--- config.mk ---
export PLATFORM = sky130hd
export DESIGN_NAME = reg_bank_mp
export DESIGN_NICKNAME = d
export VERILOG_FILES = /design/src/rtl/reg_bank_mp_pkg.sv /design/src/rtl/reg_bank_mp_clr_seq.sv /design/src/rtl/reg_bank_mp.sv
export SDC_FILE = /design/constraint.sdc
export NUM_CORES = 1
export LEC_CHECK = 0
export CAP_MARGIN = 25
export CORE_MARGIN = 2
export CORE_UTILIZATION = 47
export DETAILED_ROUTE_END_ITERATION = 6
export PLACE_DENSITY_LB_ADDON = 0.1
export SETUP_SLACK_MARGIN = 0.4
export SYNTH_ARGS = -nofsm -noshare
export SYNTH_HDL_FRONTEND = slang
export SYNTH_SLANG_ARGS = --single-unit
--- constraint.sdc ---
create_clock -name clk -period 6.4 [get_ports clk]
set_clock_uncertainty 0.1 [all_clocks]
set_input_delay 0.96 -clock clk [delete_from_list [all_inputs] [get_ports clk]]
set_output_delay 0.96 -clock clk [all_outputs]
set_load 0.02 [all_outputs]
--- src/rtl/reg_bank_mp_pkg.sv ---
// Shared types, default sizes and helpers for the reg_bank_mp register bank.
package reg_bank_mp_pkg;

  localparam int unsigned XLEN_DEF  = 32;
  localparam int unsigned NREGS_DEF = 32;
  localparam int unsigned NREAD_DEF = 2;

  typedef enum logic {
    CLEAR = 1'b0,
    READY = 1'b1
  } state_e;

  // Ceiling log2, minimum 1 so a two-entry bank still gets a one-bit index.
  function automatic int unsigned clog2(input int unsigned value);
    int unsigned res;
    res = 1;
    for (int unsigned i = 1; i < 32; i++) begin
      if ((32'd1 << i) < value) res = i + 1;
    end
    return res;
  endfunction

endpackage

--- src/rtl/reg_bank_mp_clr_seq.sv ---
// Post-reset clear sequencer: walks every register index once, then signals ready.
module reg_bank_mp_clr_seq
  import reg_bank_mp_pkg::*;
#(
  parameter  int unsigned NREGS = NREGS_DEF,
  localparam int unsigned AW    = clog2(NREGS)
) (
  input  logic          clk,
  input  logic          reset,
  output logic          ready_o,
  output logic          clr_we_o,
  output logic [AW-1:0] clr_addr_o
);

  localparam logic [AW-1:0] LAST_IDX = AW'(NREGS - 1);

  state_e        state_q;
  logic [AW-1:0] cnt_q;
  logic          ready_q;

  // One clear write per cycle; READY is left only through reset.
  always_ff @(posedge clk) begin
    if (reset) begin
      state_q <= CLEAR;
      cnt_q   <= '0;
      ready_q <= 1'b0;
    end else begin
      case (state_q)
        CLEAR: begin
          if (cnt_q == LAST_IDX) begin
            state_q <= READY;
            ready_q <= 1'b1;
          end else begin
            cnt_q <= cnt_q + AW'(1);
          end
        end
        READY: begin
          state_q <= READY;
        end
        default: begin
          state_q <= CLEAR;
        end
      endcase
    end
  end

  assign ready_o    = ready_q;
  assign clr_we_o   = (state_q == CLEAR) && !reset;
  assign clr_addr_o = cnt_q;

endmodule

--- src/rtl/reg_bank_mp.sv ---
// Multi-read-port register bank with hardwired-zero x0 and a post-reset clear.
// Define REG_BANK_MP_BYPASS_EN to forward same-cycle write data to matching reads.
module reg_bank_mp
  import reg_bank_mp_pkg::*;
#(
  parameter  int unsigned XLEN  = XLEN_DEF,
  parameter  int unsigned NREGS = NREGS_DEF,
  parameter  int unsigned NREAD = NREAD_DEF,
  localparam int unsigned AW    = clog2(NREGS)
) (
  input  logic                  clk,
  input  logic                  reset,
  input  logic                  we,
  input  logic [AW-1:0]         waddr,
  input  logic [XLEN-1:0]       wdata,
  input  logic [NREAD*AW-1:0]   raddr,
  output logic [NREAD*XLEN-1:0] rdata,
  output logic                  ready
);

  logic [XLEN-1:0] mem_q [NREGS];
  logic            clr_we;
  logic [AW-1:0]   clr_addr;
  logic            wr_en;

  reg_bank_mp_clr_seq #(
    .NREGS (NREGS)
  ) u_clr_seq (
    .clk        (clk),
    .reset      (reset),
    .ready_o    (ready),
    .clr_we_o   (clr_we),
    .clr_addr_o (clr_addr)
  );

  // Architectural writes only once the bank is cleared and the index is real.
  assign wr_en = we && ready && (waddr != '0) && (32'(waddr) < NREGS);

  always_ff @(posedge clk) begin
    if (clr_we) begin
      mem_q[clr_addr] <= '0;
    end else if (wr_en) begin
      mem_q[waddr] <= wdata;
    end
  end

  for (genvar g = 0; g < NREAD; g++) begin : g_rd
    logic [AW-1:0] ra;
    logic          hit;
    logic          byp;

    assign ra  = raddr[g*AW +: AW];
    assign hit = ready && !reset && (ra != '0) && (32'(ra) < NREGS);
`ifdef REG_BANK_MP_BYPASS_EN
    assign byp = wr_en && (ra == waddr);
`else
    assign byp = 1'b0;
`endif
    assign rdata[g*XLEN +: XLEN] = !hit ? '0 : (byp ? wdata : mem_q[ra]);
  end

endmodule
==> metrics, run 1 <==
fill cell count=roughly 8000; post-route ant nets=0; row count=118; worst hold path class=reg -> reg; most common cell after layout, fill and taps aside=edfxtp_1; WL per Instance=roughly 35 µm; crit path time final=5.30 ns; total setup buffers inserted after CTS=0; Worst EP arrival=4.24 ns; maximum clock rate=approximately 190 MHz; largest family of logic cells by synthesized area=multiplexers; GR Overflow Total=0; final net count=3264; initial antenna violation count=8; pwr/cell area=255 mW/mm²; compound-cell area share of the yosys netlist=a little over 6%; slowest cell delay on critical path=between 0.6 and 0.7 ns; WL final=~170 mm; GRT Total Usage=30.5%; Syn-to-layout area delta=14.9%; worst-skew pair later-pin latency=0.69 ns; Worst Max-Slew Pin Slew=~1.1 ns; DRC errors left=0; asr flop ratio synth=0%; syn avg cell area=between 15 and 20 µm²; Fin. Hold Viols=0; DP HPWL=about 96 mm; maxcap violations=0; Post-synth EDFFs=1024; Worst Setup End Kind=output pin; CP startpoint kind=input pin; initial DRC count=between 4000 and 5000; Crit Path Class=in -> out; Die ar.=about 0.11 mm²; post-synthesis cell count=around 3100; clock tree buffer depth=3; Port-buffer cells=~110; hold depth=2; DR pass1 iterations=6; Placer Congestion=roughly 0.88; first-pass GRT wire length=between 200 and 250 mm; share of cells above drive strength 1=approximately 17%; largest net degree at the start of global routing=between 100 and 150; Slew HR=approximately a quarter; status=complete, no violations; Synth Cell Area=0.0486 mm²; Die Y=around 330 µm; R2R cell count=5; DP Cell Count=between 4000 and 5000; Setup TNS Final=0 ns; io pins=115; DR vias/cell=approximately 6.7; Worst Path Required=5.34 ns; clock slew seen by the registers of the worst setup and hold paths=0.06 ns; fin util=between 50% and 60%; slowest stage cell, crit path=clkdlybuf4s50_1; H-tree depth=3; core area=0.103 mm²; Initial Util=a little under half; final cell count without fillers=roughly 4700; CP dominant cell by count=buf_4; Slew Limit Fails=0; Yosys cell types=between 40 and 50; Synth Warn #=0; synthesized net count=between 3000 and 4000; root buffer cell=clkbuf_16; Pwr Total=14.2 mW; adder-cell share of the synthesized area=less than 1%; multiplexer share of the synthesized area=23.3%; top_reg_cell synth=edfxtp_1; VDD IR-drop max=0.233 mV; register bit count reported by yosys=about 1000; Resize count post-CTS=0; sequential area share after synthesis=between 60% and 70%; WHS=about 0.45 ns; CP Cell Sequence=buf_8 > buf_4 > nor3_1 > nor4_4 > buf_4 > nand2_1 > nand4_1 > clkdlybuf4s50_1; Pleak=18.1 nW; Tcrit/Tclk final=82.8%; CP Max Fanout=59; RSZ-0062 raised after global routing=false; simple-gate share of the synthesized area=around 4.6%; hold_buf cts=0; commonest cells after routing, fill and taps aside=edfxtp_1 (1024), mux2i_1 (768), a22oi_1 (384); Post-Synth XOR/XNOR Area=0.0540%; CTS tree=yes; TritonCTS Buffers=between 100 and 150; CTS sink cnt=between 1000 and 1500; final setup fails=0; via count=between 30000 and 40000; vias in the first global route=approximately 32000; chip width=around 330 µm
## flip-flops by register name (all words and copies together) (netlist names)
signal,cells
mem_q,1024
u_clr_seq.clr_addr_o,5
u_clr_seq.ready_o,1
u_clr_seq.state_q,1
## final cells by class
| type | count | area [µm²] | area share [%] |
|---|---|---|---|
| clock inverters | 58 | 428 | 0.765 |
| repair buffers | 257 | 2930 | 5.24 |
| well taps | 1380 | 1730 | 3.09 |
| clock buffers | 140 | 2890 | 5.16 |
| inverters | 4 | 15.0 | 0.0269 |
| flip-flops and latches | 1031 | 30900 | 55.3 |
| diodes | 4 | 10.0 | 0.0179 |
| multi-input cells | 1809 | 17000 | 30.4 |
## critical path, delay by kind of cell
family / cells / cell delay, ns
buf+inv: 4 / 2.22
simple gates: 4 / 0.88
## path summary, 6_finish.rpt
check / startpoint / end / slack, ns
hold / removal: u_clr_seq.clr_addr_o[1]$_SDFFE_PP0P_ / u_clr_seq.clr_addr_o[1]$_SDFFE_PP0P_ / 0.45
setup / recovery: raddr[1] / rdata[0] / 1.10
hold reg to reg: u_clr_seq.clr_addr_o[1]$_SDFFE_PP0P_ / u_clr_seq.clr_addr_o[1]$_SDFFE_PP0P_ / 0.45
setup reg to reg: u_clr_seq.state_q$_SDFF_PP0_ / mem_q[25][3]$_DFFE_PP_ / 2.75
## cells in the mapped netlist (3+ instances only)
| library cell | n | area [µm²] |
|---|---|---|
| edfxtp_1 | 1024 | 30700 |
| mux2i_1 | 768 | 7690 |
| a22oi_1 | 384 | 2880 |
| nand3_1 | 192 | 961 |
| mux4_2 | 128 | 2880 |
| clkbuf_1 | 122 | 458 |
| buf_2 | 111 | 556 |
| nand2_1 | 74 | 278 |
| mux2_2 | 65 | 732 |
| nand4_1 | 65 | 407 |
| nor2_1 | 37 | 139 |
| and2_1 | 33 | 206 |
| nor3_1 | 13 | 65.1 |
| dfxtp_1 | 7 | 140 |
| nor2b_1 | 7 | 43.8 |
| nor3b_1 | 6 | 45.0 |
| o21ai_0 | 5 | 25.0 |
| buf_1 | 4 | 15.0 |
| inv_1 | 4 | 15.0 |
| a21oi_1 | 3 | 15.0 |
| and3_1 | 3 | 18.8 |
## metal layers
metal | track usage, % | part of all wire, %
met1 | 41.7 | 40
met2 | 49.1 | 47
met3 | 5.03 | 8.8
met4 | 11.8 | 3.9
met5 | 0 | 0.15
## cells by family (layout without fill, tap and decap cells)
kind of cell	after synthesis	count (layout)
flip-flops	1031	1031
multiplexers	962	962
AND/OR/NAND/NOR	440	440
AO/OA/AOI/OAI	402	402
buffers and inverters	245	459
XOR/XNOR	3	3
adder cells (fa/ha/maj)	2	2
other	0	4
## through the flow
| stage | instance area [µm²] | setup slack (ns) |
|---|---|---|
| floorplan | 48600 | 1.43 |
| global placement | 52000 | 1.14 |
| detailed placement | 52200 | 1.11 |
| CTS | 55500 | 1.12 |
| global route | 55900 | 1.03 |
| finish | 55900 | 1.10 |
## power breakdown
part           internal [mW]  switching (mW)
combinational          0.351           0.525
clock                   3.40            2.59
sequential              7.36          0.0200
total                   11.1            3.13
Power figures use the tool's default switching activity.
==> run 2, diff against run 1 <==
Clock period 6.4 ns to 5.2 ns, I/O delays scaled along.
==> metrics, run 2 (synthesis results as in run 1) <==
CTS tree=yes; DRC errors left=0; final setup fails=0; Worst R2R Setup Slack=1.72 ns; root buffer cell=clkbuf_16; crit path time final=4.76 ns; status=complete, no violations; core area=between 0.1 and 0.15 mm²; CP Max Fanout=15; Port-buffer cells=around 110; maxcap violations=0; WL per Instance=roughly 35 µm; commonest cells after routing, fill and taps aside=edfxtp_1 (1024), mux2i_1 (768), a22oi_1 (384); vias in the first global route=32404; VDD IR-drop max=~0.26 mV; final cell count without fillers=around 4700; R2R Path Start=u_clr_seq.ready_o$_SDFFE_PP0P_; DR pass1 iterations=5; Worst EP arrival=roughly 3.9 ns; hold_buf cts=0; Slew Limit Fails=0; CP startpoint kind=input pin; row count=118; slowest stage cell, crit path=clkdlybuf4s50_1; share of cells above drive strength 1=about 18%; fill cell count=between 8000 and 9000; WHS=~0.46 ns; Pwr Total=about 18 mW; WL final=roughly 170 mm; Hold Path Sink=u_clr_seq.clr_addr_o[1]$_SDFFE_PP0P_; initial DRC count=about 3600; clock tree buffer depth=3; Worst Setup End Kind=output pin; via count=31683; Setup TNS Final=0 ns; Crit Path Class=in -> out; DR vias/cell=6.69; RR Endpoint=mem_q[18][24]$_DFFE_PP_; final net count=3310; DP Cell Count=between 4000 and 5000; io pins=around 120; worst hold path class=reg -> reg; register area=around 0.031 mm²; Worst Path Required=~4.3 ns; max reg flops=between 1000 and 1500; chip width=326 µm; GRT Total Usage=a little under a third; most common cell after layout, fill and taps aside=edfxtp_1; Pleak=around 18 nW; Initial Util=a little under half; first-pass GRT wire length=~230 mm; Place WS=0.537 ns; CP dominant cell by count=clkdlybuf4s50_1; Tcrit/Tclk final=between 90% and 100%; worst-skew pair later-pin latency=approximately 0.7 ns; hold depth=2; largest register by flop count=mem_q; Syn-to-layout area delta=16.0%; fin worst setup slack=roughly 0.44 ns; initial antenna violation count=12; DP HPWL=approximately 99 mm; GR Overflow Total=0; CP Cell Sequence=clkdlybuf4s50_1 > nand2b_1 > nor3b_2 > buf_4 > nand3_1 > nand4_1 > clkdlybuf4s50_1; TritonCTS Buffers=about 110; pwr/cell area=321 mW/mm²; CTS sink cnt=around 1000; clock slew seen by the registers of the worst setup and hold paths=about 0.060 ns; Slew HR=between 30% and 40%; Multi-input gate area=0.0170 mm²; R2R cell count=5; H-tree depth=3; Placer Congestion=approximately 0.87; RSZ-0062 raised after global routing=true; Hold Startpoint=u_clr_seq.clr_addr_o[1]$_SDFFE_PP0P_; Die ar.=approximately 0.11 mm²; Fin. Hold Viols=0; Worst Max-Slew Pin Slew=~1.0 ns; post-route ant nets=0; Die Y=approximately 330 µm; largest net degree at the start of global routing=85; slowest cell delay on critical path=approximately 0.73 ns; maximum clock rate=approximately 210 MHz
-- run 2: changes by cell type in the layout (fill, tap and decap cells not counted), moves of 2 or more --
| cell | delta |
|---|---|
| buf_12 | +18 |
| buf_16 | -16 |
| buf_4 | +50 |
| bufinv_16 | +7 |
| clkbuf_1 | -4 |
| clkbuf_16 | +2 |
| clkbuf_8 | +2 |
| clkdlybuf4s50_1 | -4 |
| clkinv_1 | +10 |
| clkinv_2 | -13 |
| clkinv_4 | +2 |
| diode_2 | -2 |
-- run 2: area by class of cell --
| cell class | instances | area share (%) |
|---|---|---|
| Antenna cell | 2 | 0.00887 |
| Clock buffer | 142 | 5.32 |
| Clock inverter | 65 | 1.13 |
| Multi-Input combinational cell | 1809 | 30.2 |
| Timing Repair Buffer | 301 | 5.52 |
| Inverter | 4 | 0.0266 |
| Sequential cell | 1031 | 54.8 |
| Tap cell | 1380 | 3.06 |
-- run 2: routing by layer --
| metal | part of all wire, % | global-route usage, % |
|---|---|---|
| met2 | 46 | 49.1 |
| met4 | 4.3 | 12.1 |
| met3 | 9.9 | 6.37 |
| met1 | 39 | 41.7 |
| met5 | 0.027 | 0 |
-- run 2: critical path, delay by kind of cell --
kind | cells | cell delay, ns
buffers and inverters | 3 | 1.88
AND/OR/NAND/NOR | 4 | 1.20
-- run 2: worst max path at each step --
stage / start / to / slack, ns / cells after the start
3_3_place_gp: reset / rdata[38] / 0.61 / 7
2_1_floorplan: waddr[4] / mem_q[14][0]$_DFFE_PP_ / 0.41 / 7
6_report: reset / rdata[48] / 0.44 / 7
3_5_place_dp: reset / rdata[48] / 0.54 / 7
5_1_grt: reset / rdata[17] / 0.40 / 8
4_1_cts: reset / rdata[48] / 0.53 / 7
-- run 2: stage by stage --
stage / utilization, % / area (µm²)
after floorplan: - / 48600
after global placement: 51.2 / 52700
after detailed placement: 51.2 / 52800
after CTS: 54.7 / 56400
after global routing: 54.7 / 56400
final: 54.7 / 56400
-- run 2: what timing repair did --
item,4_1_cts,5_1_grt
setup endpoints to repair,0,1
setup buffers,0,0
resized for setup,0,1
-- run 2: report_power, final --
| part | total, mW | leakage (nW) | internal [mW] | switching (mW) |
|---|---|---|---|---|
| registers | 9.08 | 8.23 | 9.06 | 0.0249 |
| clock network | 7.93 | 1.76 | 4.69 | 3.24 |
| logic | 1.12 | 8.46 | 0.452 | 0.666 |
| total | 18.1 | 18.5 | 14.2 | 3.93 |
